[src/rtl/ov_7670_pkg.sv]
// Shared widths, camera ids and arbiter state encoding for the OV7670 frame-buffer path.
package ov_7670_pkg;
  localparam int unsigned ADDR_W = 19;
  localparam int unsigned DATA_W = 24;
  localparam logic CAM0 = 1'b0;
  localparam logic CAM1 = 1'b1;

  typedef enum logic {
    IDLE,
    ISSUE
  } arb_state_t;
endpackage

[src/rtl/ov_7670_pix_fifo.sv]
// Synchronous pixel FIFO; a push into a full FIFO is accepted when a pop happens in the same cycle.
module ov_7670_pix_fifo #(
  parameter int unsigned WIDTH = 43,
  parameter int unsigned DEPTH = 4
) (
  input  logic             clk,
  input  logic             reset,
  input  logic             push,
  input  logic [WIDTH-1:0] din,
  input  logic             pop,
  output logic [WIDTH-1:0] dout,
  output logic             full,
  output logic             empty
);
  localparam int unsigned PTR_W = (DEPTH > 1) ? $clog2(DEPTH) : 1;
  localparam logic [PTR_W-1:0] PTR_ONE  = PTR_W'(1);
  localparam logic [PTR_W:0]   CNT_ONE  = (PTR_W + 1)'(1);
  localparam logic [PTR_W:0]   CNT_FULL = (PTR_W + 1)'(DEPTH);

  logic [WIDTH-1:0] mem [DEPTH];
  logic [PTR_W-1:0] wr_ptr;
  logic [PTR_W-1:0] rd_ptr;
  logic [PTR_W:0]   count;
  logic             do_push;
  logic             do_pop;

  assign empty   = (count == '0);
  assign full    = (count == CNT_FULL);
  assign do_pop  = pop && !empty;
  assign do_push = push && (!full || do_pop);
  assign dout    = mem[rd_ptr];

  always_ff @(posedge clk or posedge reset) begin
    if (reset) begin
      wr_ptr <= '0;
      rd_ptr <= '0;
      count  <= '0;
    end else begin
      if (do_push) wr_ptr <= wr_ptr + PTR_ONE;
      if (do_pop)  rd_ptr <= rd_ptr + PTR_ONE;
      case ({do_push, do_pop})
        2'b10:   count <= count + CNT_ONE;
        2'b01:   count <= count - CNT_ONE;
        default: count <= count;
      endcase
    end
  end

  always_ff @(posedge clk) begin
    if (do_push) mem[wr_ptr] <= din;
  end
endmodule

[src/rtl/ov_7670_fb_arbiter.sv]
// Merges two camera capture write streams into one frame-buffer write port with round-robin grant.
import ov_7670_pkg::*;

module ov_7670_fb_arbiter #(
  parameter int unsigned ADDR_W     = ov_7670_pkg::ADDR_W,
  parameter int unsigned DATA_W     = ov_7670_pkg::DATA_W,
  parameter int unsigned FIFO_DEPTH = 4
) (
  input  logic              clk,
  input  logic              reset,
  input  logic [ADDR_W-1:0] cam0_addr,
  input  logic [DATA_W-1:0] cam0_data,
  input  logic              cam0_we,
  input  logic [ADDR_W-1:0] cam1_addr,
  input  logic [DATA_W-1:0] cam1_data,
  input  logic              cam1_we,
  input  logic              ovf_clr,
  output logic [ADDR_W:0]   mem_addr,
  output logic [DATA_W-1:0] mem_data,
  output logic              mem_we,
  input  logic              mem_wait,
  output logic              cam0_ovf,
  output logic              cam1_ovf
);
  localparam int unsigned ENT_W = ADDR_W + DATA_W;

  arb_state_t       state;
  logic             last_grant;
  logic             grant;
  logic             any_ready;
  logic             pop_en;
  logic             pop0, pop1;
  logic             full0, full1;
  logic             empty0, empty1;
  logic [ENT_W-1:0] head0, head1, head;

  ov_7670_pix_fifo #(.WIDTH(ENT_W), .DEPTH(FIFO_DEPTH)) u_fifo0 (
    .clk(clk), .reset(reset), .push(cam0_we), .din({cam0_addr, cam0_data}),
    .pop(pop0), .dout(head0), .full(full0), .empty(empty0)
  );

  ov_7670_pix_fifo #(.WIDTH(ENT_W), .DEPTH(FIFO_DEPTH)) u_fifo1 (
    .clk(clk), .reset(reset), .push(cam1_we), .din({cam1_addr, cam1_data}),
    .pop(pop1), .dout(head1), .full(full1), .empty(empty1)
  );

  always_comb begin
    any_ready = !empty0 || !empty1;
    if (!empty0 && !empty1) grant = ~last_grant;
    else                    grant = empty0 ? CAM1 : CAM0;
    // A new head may be loaded whenever the output register is free or being accepted this cycle.
    pop_en = any_ready && ((state == IDLE) || !mem_wait);
    pop0   = pop_en && (grant == CAM0);
    pop1   = pop_en && (grant == CAM1);
    head   = (grant == CAM1) ? head1 : head0;
  end

  always_ff @(posedge clk or posedge reset) begin
    if (reset) begin
      state      <= IDLE;
      mem_we     <= 1'b0;
      mem_addr   <= '0;
      mem_data   <= '0;
      last_grant <= CAM1;
    end else if (pop_en) begin
      state      <= ISSUE;
      mem_we     <= 1'b1;
      mem_addr   <= {grant, head[ENT_W-1 -: ADDR_W]};
      mem_data   <= head[DATA_W-1:0];
      last_grant <= grant;
    end else if ((state == ISSUE) && !mem_wait) begin
      state  <= IDLE;
      mem_we <= 1'b0;
    end
  end

  // A dropped write takes priority over a simultaneous clear so the loss is never hidden.
  always_ff @(posedge clk or posedge reset) begin
    if (reset) begin
      cam0_ovf <= 1'b0;
      cam1_ovf <= 1'b0;
    end else begin
      if (cam0_we && full0 && !pop0) cam0_ovf <= 1'b1;
      else if (ovf_clr)              cam0_ovf <= 1'b0;
      if (cam1_we && full1 && !pop1) cam1_ovf <= 1'b1;
      else if (ovf_clr)              cam1_ovf <= 1'b0;
    end
  end
endmodule

[config.mk]
export PLATFORM = sky130hd
export DESIGN_NAME = ov_7670_fb_arbiter
export DESIGN_NICKNAME = d
export VERILOG_FILES = /design/src/rtl/ov_7670_pkg.sv /design/src/rtl/ov_7670_pix_fifo.sv /design/src/rtl/ov_7670_fb_arbiter.sv
export SDC_FILE = /design/constraint.sdc
export NUM_CORES = 1
export LEC_CHECK = 0
export ABC_AREA = 1
export BUFFER_PORTS_ARGS = -buffer_cell sky130_fd_sc_hd__buf_2
export CAP_MARGIN = 5
export CORE_MARGIN = 4
export CORE_UTILIZATION = 37
export CTS_CLUSTER_DIAMETER = 30
export DETAILED_ROUTE_END_ITERATION = 16
export SLEW_MARGIN = 20
export SYNTH_ARGS = -nofsm -noshare
export SYNTH_HDL_FRONTEND = slang
export SYNTH_SLANG_ARGS = --single-unit
[constraint.sdc]
create_clock -name clk -period 9.05 [get_ports clk]
set_clock_uncertainty 0.2 [all_clocks]
set_input_delay 1.81 -clock clk [delete_from_list [all_inputs] [get_ports clk]]
set_output_delay 1.81 -clock clk [all_outputs]
set_load 0.01 [all_outputs]
==> run metrics <==
status complete, no violations; Detailed Place HPWL around 23 mm; DRT iter0 DRCs 801; CTS root buffer clkbuf_16; post-layout min period about 3.6 ns; Post-Layout Cell Count just under 2000; Resize count post-CTS 0; Int Pwr about 0.0050 W; adder-cell share of the synthesized area 0.0105; most frequent cells in the layout edfxtp_1, nand2_1, o21ai_0; Hold Vio Cnt, Final 0; H-tree depth 3; Detail Route Antenna Nets 0; Data required, critical path a little over 9 ns; Leak 7.31 nW; clk_lat worst skew 0.56 ns; PD cells between 300 and 400 nW/um^2; post-CTS setup buffers 0; worst reg-to-reg path cell count 8; commonest non-fill, non-tap cell in the layout edfxtp_1; vias in the first global route between 9000 and 10000; Compound-Gate Fraction of Synth Area 0.0898; startpoint type of the worst setup path input pin; CTS tree done; unrepaired setup endpoints after global routing false; Nets ~1500; slowest stage delay, CP roughly 0.52 ns; Remaining Overflow, GRT 0; Die Width between 200 and 250 um; Psw 0.00246 W; pin count of the biggest net entering global routing 89; Die Ht about 210 um; FILL cells about 3700; Setup crit end kind flop; syn_area_per_cell roughly 13 um^2; measured slew at the worst slew-check pin between 0.9 and 1 ns; initial antenna violation count 2; starting density of the core 0.374; Synth Area in Simple Gates 0.109; Reg clk slew, reported paths 0.05 ns; area of the die 45700 um^2; hold depth 2; WHS ~0.27 ns; Pins Over Slew Limit 0; yosys warns 0; Post-Synthesis Cells around 1200; Synth Register Bits 406; Overall Power between 0.007 and 0.008 W; TritonCTS Buffers 75; Slew HR 0.369; Sink Count 406; DRC viols 0; fin crit share 0.397; main combinational cell family by area after synthesis simple AND/OR/NAND/NOR gates; Clk pwr share 0.392; num ports 139; syn nets 1318; max cap viols 0; first-pass GRT wire length 57.9 mm; Yosys cell types 25; vias between 9000 and 10000; Initial DRT Pass Iterations 5; Hold Crit Class reg2reg; Max Clk Rate 0.279 GHz; setup TNS 0 ns; combinational share of power 0.243; area grow syn2layout 24.9%; # hold bufs at CTS 0; Peak VDD IR 0.185 mV; cell mode on critical path nand2_1; Final Util 0.467; vias per cell around 5; crit-path max FO 33; area of the core about 42000 um^2; Worst EP arrival 3.59 ns; final setup vio count 0; Syn Std Cell Area 15700 um^2; CTS max path bufs 3; net switching fraction of the power 0.328; register area share after synthesis 0.758; WL/cell between 15 and 20 um; row cnt 75; crit-path cells buf_2, nand2_1, nand3_4, nand2_1, nand2_1, nor2_4, buf_4; Post-Place Cells approximately 1800; post-synthesis mux area share 0; multi-input logic area roughly 3400 um^2; FF+latch area about 12000 um^2; GRT Util Overall 0.167; Port Buf Inserts 138; CP Class in2reg; Placer Congestion roughly 0.8; fraction of layout cells with a size suffix above 1 0.211; Reg power frac 0.365; total detailed-routing wirelength 38.2 mm; Synth Area in XOR/XNOR 0.00335; critical path's slowest cell buf_4
-- worst max-delay path: cells and delay by family --
kind	cells	cell delay, ns
simple gates	5	1.14
buf+inv	2	0.61
-- sequential cells by signal (all words and copies together), names as in the netlist, 2 cells and up --
signal / cells
mem_addr: 20
u_fifo1.wr_ptr: 2
u_fifo0.rd_ptr: 2
u_fifo0.mem: 172
u_fifo0.wr_ptr: 2
mem_data: 24
u_fifo0.count: 3
u_fifo1.mem: 172
u_fifo1.rd_ptr: 2
u_fifo1.count: 3
-- per-layer routing --
metal / wire, um / track usage / vias up
met2: 17900 / 0.262 / 351
met3: 2650 / 0.0396 / 66
met1: 16600 / 0.229 / 4830
li1: - / - / 4692
met5: 11 / 0 / -
met4: 1030 / 0.0596 / 2
-- power by group through the flow --
| stage | Sequential, W | Clock, W | Combinational [W] |
|---|---|---|---|
| after global routing | 0.00277 | 0.00309 | 0.00206 |
| after detailed placement | 0.00276 | 0 | 0.00186 |
| after CTS | 0.00273 | 0.00299 | 0.00186 |
| after global placement | 0.00275 | 0 | 0.00183 |
| after floorplan | 0.00273 | 0 | 0.00121 |
| final | 0.00274 | 0.00294 | 0.00182 |
-- path summary, 6_finish.rpt --
check                                 start                 to  slack [ns]
setup reg to reg           u_fifo1.count[0]  u_fifo0.mem[3][6]        6.32
max in group asynchronous             reset  u_fifo1.rd_ptr[0]        6.79
setup / recovery                   mem_wait  u_fifo0.mem[3][6]        5.46
hold / removal                   last_grant         last_grant        0.27
hold reg to reg                  last_grant         last_grant        0.27
min in group asynchronous             reset   u_fifo0.count[1]        1.27
-- stage by stage --
step                      setup WS (ns)  cell area, um^2
final                              5.46            19600
after floorplan                    4.22            15700
after global placement             4.87            16900
after detailed placement           4.83            16900
after global routing               5.33            19600
after CTS                          5.43            19600
-- layout make-up --
| cell class | instances | share of cell area |
|---|---|---|
| Clock buffer | 85 | 0.0994 |
| Timing Repair Buffer | 153 | 0.0410 |
| Multi-Input combinational cell | 711 | 0.173 |
| Antenna cell | 1 | 0.000128 |
| Tap cell | 539 | 0.0345 |
| Clock inverter | 54 | 0.0387 |
| Inverter | 30 | 0.00601 |
| Sequential cell | 406 | 0.607 |
-- logic make-up after synthesis --
family          count (synthesis)
compound gates                267
xor+xnor                        6
fa+ha+maj                      12
buf+inv                        97
flops                         406
simple gates                  426
-- cells in the mapped netlist, drive strengths merged --
cell type / n / share of area
nand2: 243 / 0.059
a21oi: 61 / 0.019
nor2: 130 / 0.031
nand3: 52 / 0.018
fa: 2 / 0.0026
edfxtp: 344 / 0.66
xnor2: 2 / 0.0011
nor3: 1 / 0.00032
buf: 41 / 0.016
dfstp: 1 / 0.0017
inv: 30 / 0.0075
ha: 10 / 0.0080
o22ai: 57 / 0.023
o21ai: 149 / 0.048
dfrtp: 61 / 0.097
xor2: 4 / 0.0022
clkbuf: 26 / 0.0062
No activity file was read; power rests on OpenSTA's default activity.
